==> src/rtl/voice_allocator_pkg.sv <==
// Shared definitions for the voice allocator: FSM encoding, field widths and
// the equal-tempered key-to-frequency-control-word table generator.
package voice_allocator_pkg;

  typedef enum logic [1:0] {
    ST_IDLE   = 2'd0,
    ST_LOOKUP = 2'd1,
    ST_WRITE  = 2'd2
  } state_t;

  localparam int KEY_W          = 7;
  localparam int VEL_W          = 7;
  localparam int VEL_SHIFT      = 25;
  localparam int ROM_DEPTH      = 128;
  localparam int FCW_FRAC_SHIFT = 6;

  // 2^(n/12) scaled by 32768, rounded; one octave of semitone ratios.
  function automatic logic [15:0] semitone_ratio(input int n);
    logic [15:0] r;
    case (n)
      0:       r = 16'd32768;
      1:       r = 16'd34716;
      2:       r = 16'd36781;
      3:       r = 16'd38968;
      4:       r = 16'd41285;
      5:       r = 16'd43740;
      6:       r = 16'd46341;
      7:       r = 16'd49097;
      8:       r = 16'd52016;
      9:       r = 16'd55109;
      10:      r = 16'd58386;
      11:      r = 16'd61858;
      default: r = 16'd32768;
    endcase
    return r;
  endfunction

  // Unsaturated control word: semitone ratio doubled once per octave.
  function automatic logic [63:0] key_fcw_raw(input int key);
    logic [63:0] r;
    r = 64'(semitone_ratio(key % 12));
    return (r << (key / 12)) >> FCW_FRAC_SHIFT;
  endfunction

endpackage

==> src/rtl/voice_allocator_if.sv <==
// MIDI event handshake between the event source and the voice allocator.
interface voice_allocator_if;
  import voice_allocator_pkg::*;

  logic             ev_valid;
  logic             ev_ready;
  logic             ev_note_on;
  logic [KEY_W-1:0] ev_key;
  logic [VEL_W-1:0] ev_velocity;

  modport master (
    output ev_valid,
    output ev_note_on,
    output ev_key,
    output ev_velocity,
    input  ev_ready
  );

  modport slave (
    input  ev_valid,
    input  ev_note_on,
    input  ev_key,
    input  ev_velocity,
    output ev_ready
  );

endinterface

==> src/rtl/voice_allocator_key_to_fcw.sv <==
// Key-number to frequency-control-word ROM with a single registered read stage.
module key_to_fcw
  import voice_allocator_pkg::*;
#(
  parameter int NUM_BITS_IN = 18
) (
  input  logic                   clk,
  input  logic [KEY_W-1:0]       key,
  output logic [NUM_BITS_IN-1:0] fcw
);

  logic [NUM_BITS_IN-1:0] rom [ROM_DEPTH];

  // High keys clip to all-ones instead of wrapping to a low pitch.
  function automatic logic [NUM_BITS_IN-1:0] sat_fcw(input logic [63:0] raw);
    logic [63:0] lim;
    lim = (64'd1 << NUM_BITS_IN) - 64'd1;
    return (raw > lim) ? NUM_BITS_IN'(lim) : NUM_BITS_IN'(raw);
  endfunction

  for (genvar k = 0; k < ROM_DEPTH; k++) begin : g_rom
    assign rom[k] = sat_fcw(key_fcw_raw(k));
  end

  always_ff @(posedge clk) begin
    fcw <= rom[key];
  end

endmodule

==> src/rtl/voice_allocator.sv <==
// Polyphonic voice allocator: maps MIDI note-on/off events onto voice channels,
// retriggering held keys, filling the lowest free voice, and dropping on overflow.
module voice_allocator
  import voice_allocator_pkg::*;
#(
  parameter int NUM_BITS_IN  = 18,
  parameter int NUM_CHANNELS = 16
) (
  input  logic                      clk,
  input  logic                      rst,
  voice_allocator_if.slave          ev,
  input  logic                      panic,
  input  logic [NUM_CHANNELS-1:0]   available,
  output logic [NUM_CHANNELS-1:0]   reg_en,
  output logic [NUM_CHANNELS-1:0]   note_en,
  output logic [NUM_BITS_IN-1:0]    note_in,
  output logic [32*NUM_CHANNELS-1:0] velocity_out,
  output logic                      dropped
);

  localparam int CH_W = $clog2(NUM_CHANNELS);

  state_t state, state_nxt;

  logic             accept;
  logic             write_go;
  logic             is_on_p0;
  logic [KEY_W-1:0] key_p0;
  logic [VEL_W-1:0] vel_p0;
  logic             found_p1;
  logic [CH_W-1:0]  ch_p1;

  logic             hit_found, free_found;
  logic [CH_W-1:0]  hit_ch, free_ch;

  logic [KEY_W-1:0]       key_reg [NUM_CHANNELS];
  logic [NUM_BITS_IN-1:0] fcw_p1;
  logic [NUM_BITS_IN-1:0] note_hold;

  assign ev.ev_ready = (state == ST_IDLE) && !rst && !panic;
  assign accept      = ev.ev_valid && ev.ev_ready;

  always_ff @(posedge clk) begin
    if (rst || panic) state <= ST_IDLE;
    else              state <= state_nxt;
  end

  always_comb begin
    state_nxt = state;
    write_go  = 1'b0;
    reg_en    = '0;
    dropped   = 1'b0;
    case (state)
      ST_IDLE:   if (accept) state_nxt = ST_LOOKUP;
      ST_LOOKUP: state_nxt = ST_WRITE;
      ST_WRITE:  begin
        state_nxt = ST_IDLE;
        write_go  = !rst && !panic;
      end
      default:   state_nxt = ST_IDLE;
    endcase
    if (write_go && is_on_p0) begin
      if (found_p1) reg_en[ch_p1] = 1'b1;
      else          dropped       = 1'b1;
    end
  end

  // Stage p0: capture the accepted event; zero velocity note-on means note-off.
  always_ff @(posedge clk) begin
    if (accept) begin
      is_on_p0 <= ev.ev_note_on && (ev.ev_velocity != '0);
      key_p0   <= ev.ev_key;
      vel_p0   <= ev.ev_velocity;
    end
  end

  // Descending scan so the lowest matching index wins.
  always_comb begin
    hit_found  = 1'b0;
    hit_ch     = '0;
    free_found = 1'b0;
    free_ch    = '0;
    for (int i = NUM_CHANNELS - 1; i >= 0; i--) begin
      if (note_en[i] && (key_reg[i] == key_p0)) begin
        hit_found = 1'b1;
        hit_ch    = CH_W'(i);
      end
      if (available[i] && !note_en[i]) begin
        free_found = 1'b1;
        free_ch    = CH_W'(i);
      end
    end
  end

  // Stage p1: resolve target channel while the ROM read is in flight.
  always_ff @(posedge clk) begin
    if (state == ST_LOOKUP) begin
      if (is_on_p0 && !hit_found) begin
        found_p1 <= free_found;
        ch_p1    <= free_ch;
      end else begin
        found_p1 <= hit_found;
        ch_p1    <= hit_ch;
      end
    end
  end

  key_to_fcw #(
    .NUM_BITS_IN (NUM_BITS_IN)
  ) u_key_to_fcw (
    .clk (clk),
    .key (key_p0),
    .fcw (fcw_p1)
  );

  // Stage p2: commit the voice update at the end of the write cycle.
  always_ff @(posedge clk) begin
    if (rst) begin
      note_en      <= '0;
      note_hold    <= '0;
      velocity_out <= '0;
      for (int i = 0; i < NUM_CHANNELS; i++) key_reg[i] <= '0;
    end else if (panic) begin
      note_en <= '0;
    end else if (write_go && found_p1) begin
      if (is_on_p0) begin
        note_en[ch_p1]                <= 1'b1;
        key_reg[ch_p1]                <= key_p0;
        velocity_out[32*ch_p1 +: 32]  <= {vel_p0, {VEL_SHIFT{1'b0}}};
        note_hold                     <= fcw_p1;
      end else begin
        note_en[ch_p1] <= 1'b0;
      end
    end
  end

  // The fresh ROM word is presented alongside the load strobe, then held.
  assign note_in = (reg_en != '0) ? fcw_p1 : note_hold;

endmodule
==> src/flat_wrapper.sv <==
// flat-port wrapper written by rule: the top's interface ports become plain ports
module voice_allocator_flat import voice_allocator_pkg::*;
#(
  parameter int NUM_BITS_IN  = 18,
  parameter int NUM_CHANNELS = 16
)
  (clk, rst, panic, available, reg_en, note_en, note_in, velocity_out, dropped, ev_ev_valid, ev_ev_note_on, ev_ev_key, ev_ev_velocity, ev_ev_ready);
  voice_allocator_if ev_i ();
  input  logic clk;
  input  logic rst;
  input  logic panic;
  input  logic [NUM_CHANNELS-1:0] available;
  output logic [NUM_CHANNELS-1:0] reg_en;
  output logic [NUM_CHANNELS-1:0] note_en;
  output logic [NUM_BITS_IN-1:0] note_in;
  output logic [32*NUM_CHANNELS-1:0] velocity_out;
  output logic dropped;
  input wire logic [$bits(ev_i.ev_valid)-1:0] ev_ev_valid;
  input wire logic [$bits(ev_i.ev_note_on)-1:0] ev_ev_note_on;
  input wire logic [$bits(ev_i.ev_key)-1:0] ev_ev_key;
  input wire logic [$bits(ev_i.ev_velocity)-1:0] ev_ev_velocity;
  output wire logic [$bits(ev_i.ev_ready)-1:0] ev_ev_ready;
  assign ev_i.ev_valid = ev_ev_valid;
  assign ev_i.ev_note_on = ev_ev_note_on;
  assign ev_i.ev_key = ev_ev_key;
  assign ev_i.ev_velocity = ev_ev_velocity;
  assign ev_ev_ready = ev_i.ev_ready;
  voice_allocator #(.NUM_BITS_IN(NUM_BITS_IN), .NUM_CHANNELS(NUM_CHANNELS)) u_core (.clk(clk), .rst(rst), .ev(ev_i), .panic(panic), .available(available), .reg_en(reg_en), .note_en(note_en), .note_in(note_in), .velocity_out(velocity_out), .dropped(dropped));
endmodule
==> config.mk <==
export PLATFORM = sky130hd
export DESIGN_NAME = voice_allocator_flat
export DESIGN_NICKNAME = d
export VERILOG_FILES = /design/src/rtl/voice_allocator_pkg.sv /design/src/rtl/voice_allocator_if.sv /design/src/rtl/voice_allocator_key_to_fcw.sv /design/src/rtl/voice_allocator.sv /design/src/flat_wrapper.sv
export SDC_FILE = /design/constraint.sdc
export NUM_CORES = 1
export LEC_CHECK = 0
export BUFFER_PORTS_ARGS = -buffer_cell sky130_fd_sc_hd__buf_4
export CORE_MARGIN = 8
export CORE_UTILIZATION = 35
export CTS_BUF_LIST = sky130_fd_sc_hd__clkbuf_16
export DETAILED_ROUTE_END_ITERATION = 10
export PLACE_DENSITY = 0.7
export SYNTH_ARGS = -nofsm -noshare
export SYNTH_HDL_FRONTEND = slang
export SYNTH_SLANG_ARGS = --single-unit
==> constraint.sdc <==
create_clock -name clk -period 3.7 [get_ports clk]
set_input_delay 0.185 -clock clk [delete_from_list [all_inputs] [get_ports clk]]
set_output_delay 0.185 -clock clk [all_outputs]
set_load 0.005 [all_outputs]
-- Word level (Yosys, flattened, before mapping)
Memory sizes are Yosys's and may differ from the RTL's. A register that Yosys moved wholly into a read port is not among the register bits.
Cells that the tools add are included.
- register bits after elaboration: 568
- bits in writable memories: 112
- logic and storage cells: 195
- memory bits (read-only): 2304
- memories: 2
- memory list (memory ; words ; bits a word ; rd ports ; clocked after memory_dff ; wr ports ; line ; text):
    (name not given) ; 128 ; 18 ; 1 ; 1 ; 0 ; voice_allocator_key_to_fcw.sv:26 ; fcw <= rom[key];
    u_core.key_reg ; 16 ; 7 ; 16 ; 0 ; 16 ; voice_allocator.sv:36 ; logic [KEY_W-1:0] key_reg [NUM_CHANNELS];
- eq/ne operators: 19
- shift-type cells: 2
- $lt $le $gt $ge: 2
- add/subtract/negate cells: 1
- reduce and logical (&&, ||, !) cells: 67
- bitwise logic cells: 5
- muxes and demuxes: 88
- operators with widths (kind ; count):
    $bwmux 512 ; 1
    $shift 32x34->512 const A ; 1
    $shiftx 32x34->512 ; 1
    $mux 4 ; 34
    $eq 7x7->1 ; 16
    $mux 16 ; 3
    $mux 1 ; 45
    $logic_and 1x1->1 ; 41
    $neg 9->34 ; 1
    $logic_not 1->1 ; 19
    $mux 18 ; 1
    $and 16x16->16 ; 1
    $not 16->16 ; 1
    $or 16x16->16 ; 1
    $reduce_bool 16->1 ; 1
    $not 7->8 ; 1
    $mux 7 ; 1
    $reduce_bool 7->1 ; 1
    $reduce_or 7->1 ; 1
    $lt 4x5->1 const B ; 1
    $demux 1 s4 ; 1
    $ge 4x1->1 const B ; 1
    $pmux 2 s2 ; 1
    $reduce_and 3->1 ; 1
    other kinds (8) ; 8

-- Depth between registers and ports, before layout
Gate-level depths: netlist of the first run.
An unclocked memory read counts as a cell.
- depth after elaboration: 22
- mapped depth: 15

-- Hierarchy
From an unflattened synthesis of the first run, not the netlist that was laid out.
- cell total of the unflattened synthesis: 2029
- area total of the unflattened synthesis: 18156.2 um^2
- by module, submodules not included (module ; area an instance (um^2) ; cells each ; times used):
    voice_allocator ; 15782.6 ; 1693 ; 1
    key_to_fcw ; 2373.5 ; 336 ; 1

-- Worst setup path before layout of the first run
Ideal clock, no wire load.
- path kind: flip-flop to flip-flop
- start: register u_core.key_p0[1]
- end: register u_core.u_key_to_fcw.fcw[1]
- path buffers: 6
- setup slack: 0.413 ns
- library setup time: 0.130 ns
- arrival: 3.157 ns
- cell stages (with the launch flop): 15
- cell sequence: edfxtp_1 -> buf_2 -> buf_2 -> buf_2 -> inv_1 -> clkbuf_1 -> buf_1 -> ha_1 -> clkbuf_1 -> nor2b_1 -> a21oi_1 -> o22ai_1 -> mux2_2 -> o21ai_0 -> o21ai_0
- word-level cells in the longest chain between the ends: 1
- RTL lines (what ; line ; text):
    start, declared ; voice_allocator.sv:28 ; logic [KEY_W-1:0] key_p0;
    start signal, assigned ; voice_allocator.sv:72 ; key_p0 <= ev.ev_key;
    $not 7->8 (not written as such) ; voice_allocator_key_to_fcw.sv:26 ;
    end, declared ; voice_allocator_key_to_fcw.sv:9 ; output logic [NUM_BITS_IN-1:0] fcw
Every way passes these cells.
A chain may end at the register's enable or synchronous reset.

-- Final worst setup path of the first run
- start: register u_core.ch_p1[0]
- end: output port note_in[2]
- word-level cells in the longest chain between the ends: 8
- elaborated cells between the ends (all ways): 9
- classes of those cells: order compare (2); mux (5); reduce/logical (2)
- RTL lines (what ; line ; text):
    start, declared ; voice_allocator.sv:31 ; logic [CH_W-1:0] ch_p1;
    start signal, assigned ; voice_allocator.sv:100 ; ch_p1 <= free_ch;
    start signal, assigned ; voice_allocator.sv:103 ; ch_p1 <= hit_ch;
    $lt 4x5->1 (not written as such) or $ge 4x1->1 (tied branches) ; voice_allocator.sv:63 ; if (found_p1) reg_en[ch_p1] = 1'b1;
    $logic_and 1x1->1 (not written as such) ; voice_allocator.sv:63 ;
    $mux 1 (not written as such) ; voice_allocator.sv:63 ;
    $demux 1 s4 * ; n/a ;
    $mux 16 * ; voice_allocator.sv:63 ;
    $mux 16 * ; voice_allocator.sv:62 ; if (write_go && is_on_p0) begin
    $reduce_bool 16->1 * ; voice_allocator.sv:138 ; assign note_in = (reg_en != '0) ? fcw_p1 : note_hold;
    $mux 18 * ; voice_allocator.sv:138 ;
    end, declared ; flat_wrapper.sv:15 ; output logic [NUM_BITS_IN-1:0] note_in;
Every way passes the cells marked *; elsewhere a longest branch is shown, timed or not.

==> results by group, run 1 <==
Run status
  • Outcome: complete, no violations

Critical path
  • Crit path largest cell delay: around 0.39 ns
  • Cell count of the worst reg-to-reg path: 8
  • CP Buf/Inv Count: 3
  • CP Depth: 9
  • Crit-path most repeated cell: buf_4
  • Crit-path cells: buf_4 > ha_1 > nand2_2 > nor2_1 > nor4_1 > and3_1 > buf_4 > mux2_2 > buf_4
  • Top delay family on crit path: simple AND/OR/NAND/NOR gates
  • R2r endpoint: u_core.ch_p1[0]$_DFFE_PN_
  • Setup CP Type: flip-flop to output port
  • FF-to-FF setup slack: 0.76 ns
  • Critical Path Slowest Stage Cell: mux2_2
  • Critical path data required time: between 3 and 4 ns
  • Crit Path Max Fanout: 29
  • Critical path arrival: 3.15 ns
  • CP Launch Type: flip-flop
  • Critical R2R Launch: u_core.key_p0[6]$_DFFE_PP_
  • CP endpoint kind: output port

Hold path
  • Worst hold path endpoint: u_core.ch_p1[0]$_DFFE_PN_
  • Worst Hold Class: primary input to flip-flop
  • Hold depth: 3
  • Hold_sp: available[0]

Route
  • Via density: between 4 and 5
  • Post-route ant nets: 0
  • DRT iter0 DRCs: between 1000 and 1500
  • Drt pass-1 iters: 6
  • Drt wl/cell: 18.9 um
  • Residual DRC count: 0
  • Total number of vias: 13300
  • DRT Wirelength: between 50000 and 60000 um

Cells and area
  • Final cell utilization of the core: 0.391
  • Most common cell after layout, fill and taps aside: conb_1
  • Layout area overhead: 11.0%
  • Area of the multi-input gates: just over 0.008 mm2
  • Fin nets: approximately 2200
  • Fill cell count: just under 5000
  • Commonest cells after routing, fill and taps aside: conb_1 (400), nor2_1 (250), buf_4 (240)
  • Storage element area: 0.00729 mm2
  • Diodes inserted: 0
  • Layout cells sized above 1: 0.163

Logic synthesis
  • Yosys warns: 0
  • Mean Syn Cell Area: between 9 and 10 um2
  • Netlist cell types: 70
  • Cells after synthesis: around 2000
  • Mapped cell area: around 0.018 mm2
  • Sequential share of the synthesized area: 0.414
  • Ys flop type: dfxtp_1
  • Area share of the largest cell type after synthesis: 0.225
  • FF+latch count, synth: approximately 300
  • Post-synth EDFFs: approximately 130
  • Largest area contributor in the netlist: edfxtp_1
  • Ranking of synthesized cells by area: edfxtp_1 (23%), dfxtp_1 (19%), buf_4 (17%)
  • Async S/R FF share, synth: 0

CTS
  • CTS Hold Bufs: 16
  • Worst-Skew Late Latency: 0.55 ns
  • H-tree Lvls: 2
  • Clk slew on worst S/H paths: 0.06 ns
  • CTS root buf: clkbuf_16
  • Post_cts resized: 0
  • TritonCTS Buffers: 34
  • Max Buffers Root-to-Sink: 3
  • CTS sink cnt: 298
  • CTS tree: built
  • Postcts setup bufs: 0

Floorplanning
  • Core area: roughly 0.05 mm2
  • Die Ht: 240 um
  • # IOs: about 600
  • Initial core utilization: 0.353
  • Chip Width: around 240 um
  • Die area: 0.0578 mm2
  • # rows: 82

STA
  • Setup slack after layout: roughly 0.36 ns
  • Peak Freq: about 300 MHz
  • Pins over their slew limit: 0
  • Fin Setup TNS: 0 ns
  • Unrepaired setup endpoints after global routing: false
  • Final min period: 3.34 ns
  • Clock skew: roughly 0.020 ns
  • Final hold slack: ~0.14 ns
  • Tcrit/Tclk final: 0.902
  • Slew margin rel.: 0.310
  • Slew @ Worst Pin: between 1 and 1.5 ns
  • Hold Fails Final Rpt: 0
  • Final setup fails: 0

Place
  • Detail Placement HPWL: 39600 um
  • Port bufs: a little under 200
  • Final GP Congestion: around 0.9
  • Pre-CTS WS: a little over 0.8 ns

Global route
  • Vias in the first global route: about 13000
  • Initial antenna violation count: 2
  • First-pass GRT wire length: ~76000 um
  • Largest net degree at the start of global routing: 84
  • Total gr overflow: 0
  • All-Layer GR Usage: 0.169

Flow run
  • Max-cap violations: 0

Power and ir drop
  • VDD IR-drop max: around 0.27 mV
  • Power Density: 376 mW/mm2
  • Pleak: slightly above 8 nW
-- final cells by class --
cell class,instances,area share
multi-input cells,1504,0.422
flip-flops and latches,298,0.373
repair buffers,256,0.100
clock buffers,37,0.0474
well taps,672,0.0430
clock inverters,24,0.00807
inverters,34,0.00653
-- worst max-delay path by stage --
stage / from / to / slack, ns
detailed placement: u_core.key_p0[6]$_DFFE_PP_ / u_core.ch_p1[0]$_DFFE_PN_ / 0.82
global route: u_core.ch_p1[0]$_DFFE_PN_ / note_in[3] / 0.16
finish: u_core.ch_p1[0]$_DFFE_PN_ / note_in[2] / 0.36
global placement: panic / u_core.velocity_out[90]$_SDFFE_PP0P_ / 0.91
floorplan: u_core.key_p0[1]$_DFFE_PP_ / u_core.u_key_to_fcw.fcw[1]$_DFF_P_ / 0.41
CTS: u_core.ch_p1[0]$_DFFE_PN_ / note_in[3] / 0.39
-- power breakdown --
| part | switching, mW | internal, mW |
|---|---|---|
| Clock | 1.41 | 1.88 |
| Sequential | 0.0436 | 3.49 |
| Combinational | 0.362 | 0.157 |
| Total | 1.81 | 5.53 |
-- metrics by stage --
stage | total power, mW | area [um2] | cells
final | 7.34 | 19500 | 2825
after global routing | 7.62 | 19500 | 2825
after CTS | 7.40 | 19500 | 2825
after detailed placement | 4.08 | 18300 | 2748
after global placement | 4.07 | 18300 | 2748
after floorplan | 4.24 | 19100 | 2346
-- routing by layer --
metal | GRT usage | wire length [um] | vias to the layer above | share of wire
met5 | 0 | 0 | - | 0
met4 | 0.0439 | 1040 | 0 | 0.020
met3 | 0.0382 | 5390 | 86 | 0.10
met2 | 0.285 | 25800 | 687 | 0.48
met1 | 0.216 | 21100 | 6359 | 0.40
li1 | - | - | 6132 | -
-- cells in the mapped netlist (all sizes together), types with 11 or more instances --
library cell and n:
clkbuf 66, nand4 31, xnor2 97, nor2b 15
dfxtp 166, nand2 129, edfxtp 132, nor4 14
nand3 35, o21ai 59, nor2 256, a211oi 11
a21oi 122, ha 16, xor2 16, or2 20
nand2b 14, and2 21, mux2 22, mux2i 86
and3 18, buf 444, inv 32, nor3 45
-- worst register-to-register path, cell delays in order (launching register included) --
cell and delay (ns):
edfxtp_1 1.00, buf_4 0.34, xnor2_1 0.10, nand4_1 0.10
nor2_1 0.08, nor4_1 0.47, nand2_1 0.22, o31ai_1 0.26
a2bb2oi_1 0.21
-- cell families after synthesis --
group / count (synthesis) / synth area share
AND/OR/NAND/NOR: 613 / 0.163
buffers and inverters: 544 / 0.204
flip-flops: 298 / 0.414
AO/OA/AOI/OAI: 251 / 0.0830
XOR/XNOR: 113 / 0.0562
multiplexers: 111 / 0.0689
adder cells (fa/ha/maj): 16 / 0.0114
other: 1 / 0.000213
Note: power is estimated with default switching activity, not from simulation.
==> run 2, diff against run 1 <==
==> constraint.sdc (replaced) <==
create_clock -name clk -period 3.7 [get_ports clk]
set_input_delay 0.185 -clock clk [delete_from_list [all_inputs] [get_ports clk]]
set_output_delay 0.185 -clock clk [all_outputs]
set_load 0.05 [all_outputs]
==> run 2 against run 1 <==
Effect of this change:
- maximum frequency down 3.5%
- utilization about the same
- register-to-register slack worse by 0.05 ns
- die area unchanged
- clock power down 2%
- global-route usage up 0.20 points
- highest routed layer unchanged
==> results by group, run 2 (synthesis results as in run 1) <==
Place
  • Final GP Congestion: a little over 0.9
  • Port bufs: around 200
  • Detail Placement HPWL: roughly 39000 um
  • Pre-CTS WS: just under 0.7 ns

STA
  • Peak Freq: 289 MHz
  • Slew @ Worst Pin: slightly above 0.9 ns
  • Setup slack after layout: 0.240 ns
  • Hold Fails Final Rpt: 0
  • Slew margin rel.: 0.393
  • Final min period: 3.46 ns
  • Fin Setup TNS: 0 ns
  • Clock skew: 0.0235 ns
  • Final setup fails: 0
  • Unrepaired setup endpoints after global routing: false
  • Tcrit/Tclk final: 0.935
  • Pins over their slew limit: 0

CTS
  • Max Buffers Root-to-Sink: 3
  • TritonCTS Buffers: 35
  • Worst-Skew Late Latency: roughly 0.54 ns
  • Post_cts resized: 0
  • CTS sink cnt: about 300
  • H-tree Lvls: 2
  • CTS root buf: clkbuf_16
  • CTS tree: built
  • Postcts setup bufs: 0
  • CTS Hold Bufs: 16
  • Clk slew on worst S/H paths: approximately 0.060 ns

Critical path
  • CP Buf/Inv Count: 3
  • Crit-path cells: nor2_1 > nand2_1 > buf_4 > nor2_1 > nor4_1 > and3_1 > buf_4 > mux2_4 > buf_4
  • Critical R2R Launch: u_core.ch_p1[0]$_DFFE_PN_
  • Crit Path Max Fanout: 18
  • CP Launch Type: flip-flop
  • Crit-path most repeated cell: buf_4
  • Cell count of the worst reg-to-reg path: 7
  • Critical Path Slowest Stage Cell: edfxtp_1
  • FF-to-FF setup slack: between 0.7 and 0.8 ns
  • CP endpoint kind: output port
  • R2r endpoint: u_core.velocity_out[414]$_SDFFE_PP0P_
  • Critical path data required time: 3.51 ns
  • Crit path largest cell delay: slightly above 0.5 ns
  • Setup CP Type: flip-flop to output port
  • Critical path arrival: around 3.3 ns
  • Top delay family on crit path: simple AND/OR/NAND/NOR gates

Global route
  • Initial antenna violation count: 1
  • Vias in the first global route: roughly 13000
  • Total gr overflow: 0
  • Largest net degree at the start of global routing: 84
  • All-Layer GR Usage: 0.171
  • First-pass GRT wire length: around 77000 um

Floorplanning
  • Die area: 0.0578 mm2
  • Initial core utilization: 0.353
  • Die Ht: 240 um
  • Core area: roughly 0.05 mm2
  • # IOs: about 600
  • # rows: 82
  • Chip Width: 240 um

Route
  • Residual DRC count: 0
  • DRT iter0 DRCs: approximately 1300
  • Total number of vias: between 10000 and 15000
  • Drt wl/cell: between 15 and 20 um
  • Drt pass-1 iters: 6
  • Via density: between 4 and 5
  • DRT Wirelength: roughly 54000 um
  • Post-route ant nets: 0

Hold path
  • Worst hold path endpoint: u_core.found_p1$_DFFE_PN_
  • Hold depth: 5
  • Hold_sp: available[0]
  • Worst Hold Class: primary input to flip-flop

Power and ir drop
  • Sw Share: 0.320
  • Power share of the combinational group: 0.163
  • Clock power frac: 0.400
  • VDD IR-drop max: roughly 0.24 mV
  • NetSw: about 2.6 mW
  • Internal Pwr Total: 5.48 mW
  • Pleak: ~8.3 nW
  • Power Density: 413 mW/mm2
  • Sequential power share: 0.438

Cells and area
  • Layout area overhead: 10.8%
  • Most common cell after layout, fill and taps aside: conb_1
  • Commonest cells after routing, fill and taps aside: conb_1 (400), nor2_1 (250), buf_4 (241)
  • Storage element area: between 0.007 and 0.008 mm2
  • Area of the multi-input gates: between 0.008 and 0.009 mm2
  • Final cell utilization of the core: 0.391
  • Diodes inserted: 0
  • Layout cells sized above 1: 0.162
  • Fin nets: between 2000 and 2500
  • Fill cell count: approximately 5000

Flow run
  • Max-cap violations: 0

Run status
  • Outcome: complete, no violations
-- run 2: power groups by stage --
stage / Sequential (mW) / Combinational (mW) / Clock [mW]
floorplan: 3.58 / 1.48 / 0
global placement: 3.60 / 1.26 / 0
detailed placement: 3.60 / 1.27 / 0
CTS: 3.53 / 1.29 / 3.31
global route: 3.53 / 1.37 / 3.43
finish: 3.53 / 1.31 / 3.22
-- run 2: metrics by stage --
stage / total power [mW] / cell area [um2] / hold slack, ns / cells
2_1_floorplan: 5.06 / 19100 / 0.284 / 2346
3_3_place_gp: 4.86 / 18300 / 0.365 / 2749
3_5_place_dp: 4.87 / 18300 / 0.367 / 2749
4_1_cts: 8.13 / 19500 / 0.0980 / 2827
5_1_grt: 8.33 / 19500 / 0.133 / 2827
6_report: 8.06 / 19500 / 0.126 / 2827
-- run 2: layer usage --
| layer | GRT usage | part of all wire | up-vias |
|---|---|---|---|
| met5 | 0 | 0 | - |
| met4 | 0.0494 | 0.022 | 0 |
| met3 | 0.0375 | 0.10 | 92 |
| met2 | 0.282 | 0.47 | 718 |
| met1 | 0.222 | 0.40 | 6374 |
| li1 | - | - | 6125 |
-- run 2: worst max-delay path by stage --
stage,from,endpoint,slack (ns),depth (start not counted)
2_1_floorplan,u_core.key_p0[1]$_DFFE_PP_,u_core.u_key_to_fcw.fcw[1]$_DFF_P_,0.41,14
3_3_place_gp,panic,u_core.velocity_out[412]$_SDFFE_PP0P_,0.84,8
3_5_place_dp,panic,u_core.velocity_out[414]$_SDFFE_PP0P_,0.68,8
4_1_cts,u_core.ch_p1[2]$_DFFE_PN_,note_in[8],0.26,9
5_1_grt,u_core.ch_p1[2]$_DFFE_PN_,note_in[13],0.02,9
6_report,u_core.ch_p1[2]$_DFFE_PN_,note_in[8],0.24,9
-- run 2: worst min-delay path, delay by kind of cell --
kind,cells,cell delay [ns]
AOI/OAI and AO/OA,2,0.14
buffers and inverters,1,0.09
and+or+nand+nor,2,0.14
-- run 2: final cells by class --
type                       count  area share
timing repair buffer         257       0.101
multi-input combinational   1504       0.422
sequential                   298       0.373
clock inverter                26     0.00788
tap                          672      0.0431
inverter                      34     0.00654
clock buffer                  36      0.0461
==> run 3, diff against run 2 <==
==> constraint.sdc (replaced) <==
create_clock -name clk -period 3.7 [get_ports clk]
set_input_delay 0.37 -clock clk [delete_from_list [all_inputs] [get_ports clk]]
set_output_delay 0.37 -clock clk [all_outputs]
set_load 0.05 [all_outputs]
==> run 3 against run 2 <==
Effect of this change:
- sequential share of layout area is essentially flat
- final area shrank 0.12%
- non-clock buffer count decreased by 1
- flip-flop and latch count is the same
- clock-buffer cell count shrank 1
- wire length is 0.65% lower
- clock skew decreased by 0.0075 ns
- die area did not move
- hold slack got worse by 0.091 ns
- critical endpoint is now note_in[14]
==> results by group, run 3 (synthesis results as in run 1) <==
STA
  • Slew margin rel.: 0.283
  • Hold Fails Final Rpt: 0
  • Fin Setup TNS: 0 ns
  • Unrepaired setup endpoints after global routing: false
  • Tcrit/Tclk final: 0.949
  • Peak Freq: between 200 and 300 MHz
  • Clock skew: approximately 0.016 ns
  • Slew @ Worst Pin: ~1.1 ns
  • Pins over their slew limit: 0
  • Final min period: around 3.5 ns
  • Final setup fails: 0

Run status
  • Outcome: complete, no violations

Floorplanning
  • Initial core utilization: 0.353
  • # rows: 82
  • Chip Width: about 240 um
  • # IOs: 599
  • Die Ht: 240 um
  • Core area: around 0.05 mm2
  • Die area: roughly 0.058 mm2

CTS
  • CTS sink cnt: approximately 300
  • H-tree Lvls: 2
  • CTS root buf: clkbuf_16
  • TritonCTS Buffers: 34
  • Clk slew on worst S/H paths: 0.06 ns
  • Worst-Skew Late Latency: between 0.5 and 0.6 ns
  • Max Buffers Root-to-Sink: 3
  • CTS tree: built

Cells and area
  • Commonest cells after routing, fill and taps aside: conb_1 (400), nor2_1 (250), buf_4 (246)
  • Most common cell after layout, fill and taps aside: conb_1
  • Diodes inserted: 0
  • Fill cell count: a little under 5000
  • Fin nets: roughly 2200
  • Layout area overhead: 10.7%
  • Layout cells sized above 1: 0.166
  • Final cell utilization of the core: 0.390

Critical path
  • CP endpoint kind: output port
  • Top delay family on crit path: buffers and inverters
  • Critical Path Slowest Stage Cell: edfxtp_1
  • Crit-path cells: inv_1 > nor4_2 > nand3_1 > buf_4 > inv_1 > nor4_1 > and3_2 > buf_8 > mux2_4 > buf_4
  • Crit path largest cell delay: ~0.61 ns
  • Crit Path Max Fanout: 18
  • Critical R2R Launch: u_core.key_p0[6]$_DFFE_PP_
  • Cell count of the worst reg-to-reg path: 8
  • CP Launch Type: flip-flop
  • Critical path arrival: 3.14 ns
  • CP Buf/Inv Count: 5
  • Setup CP Type: flip-flop to output port
  • Critical path data required time: 3.33 ns
  • R2r endpoint: u_core.ch_p1[0]$_DFFE_PN_
  • FF-to-FF setup slack: around 0.56 ns

Power and ir drop
  • Power Density: 411 mW/mm2
  • VDD IR-drop max: about 0.27 mV
  • Total chip power: around 8 mW
  • Pleak: 8.32 nW

Place
  • Final GP Congestion: around 0.93
  • Detail Placement HPWL: about 40000 um
  • Port bufs: ~200

Route
  • Drt pass-1 iters: 5
  • Wire length on met1: 21700 um
  • Highest Signal Layer: met4
  • Routed wl met2: approximately 26000 um
  • Metal3 WL: 4870 um
  • Via density: approximately 4.7
  • DRT Wirelength: 53300 um
  • DRT iter0 DRCs: roughly 1100
  • Drt wl/cell: 18.9 um
  • Post-route ant nets: 0
  • Residual DRC count: 0
  • Total number of vias: around 13000

Flow run
  • Max-cap violations: 0

Global route
  • Total gr overflow: 0
  • First-pass GRT wire length: 76200 um
  • All-Layer GR Usage: 0.169
  • Vias in the first global route: approximately 13000
  • Largest net degree at the start of global routing: 84
  • Initial antenna violation count: 1

Hold path
  • Hold_sp: ev_ev_key[1]
  • Worst Hold Class: primary input to flip-flop
  • Hold depth: 1
  • Worst hold path endpoint: u_core.key_p0[1]$_DFFE_PP_
-- run 3: worst max path at each step --
stage	from	to	slack (ns)	cells after the start
global placement	rst	note_in[2]	0.49	12
finish	u_core.is_on_p0$_DFFE_PP_	note_in[14]	0.19	10
detailed placement	rst	note_in[3]	0.48	12
global route	u_core.ch_p1[0]$_DFFE_PN_	note_in[3]	0.03	10
floorplan	u_core.key_p0[1]$_DFFE_PP_	u_core.u_key_to_fcw.fcw[1]$_DFF_P_	0.41	14
CTS	u_core.ch_p1[1]$_DFFE_PN_	note_in[3]	0.06	9
-- run 3: power by group --
part | switching [mW] | leakage, nW | internal (mW)
logic | 1.15 | 5.07 | 0.153
registers | 0.0446 | 2.70 | 3.49
clock network | 1.37 | 0.552 | 1.80
total | 2.57 | 8.32 | 5.44
-- run 3: cell type report --
class                   instances  area (um2)  area share
clock buffers                  35         876      0.0449
inverters                      34         128     0.00654
flip-flops and latches        298        7290       0.374
repair buffers                256        1950       0.100
well taps                     672         841      0.0431
clock inverters                25         168     0.00860
multi-input cells            1504        8250       0.423
-- run 3: worst register-to-register path, cell delays in order, from the launching register on --
cell and delay (ns):
edfxtp_1 1.06, buf_4 0.31, xor2_1 0.17, nor4_1 0.07
nand4_1 0.12, nor2b_1 0.34, nand4b_1 0.30, o31ai_1 0.38
a2bb2oi_1 0.23
-- run 3: what timing repair did --
action	4_1_cts	5_1_grt
resized for setup	1	3
setup endpoints to repair	4	18
hold buffers	9	0
hold endpoints to repair	9	0
buffers inserted	0	2
-- run 3: per-layer routing --
layer / vias to the layer above / GRT usage
met4: 0 / 0.0436
met1: 6411 / 0.220
met3: 71 / 0.0356
li1: 6136 / -
met2: 655 / 0.283
met5: - / 0
-- run 3: per-stage QoR --
step           hold WS (ns)  setup slack, ns  area (um2)  instances
6_report             0.0353            0.188       19500       2824
5_1_grt             0.00427           0.0257       19500       2824
4_1_cts             0.00294           0.0588       19500       2822
3_5_place_dp          0.447            0.475       18300       2753
3_3_place_gp          0.443            0.494       18300       2753
2_1_floorplan         0.429            0.413       19100       2346
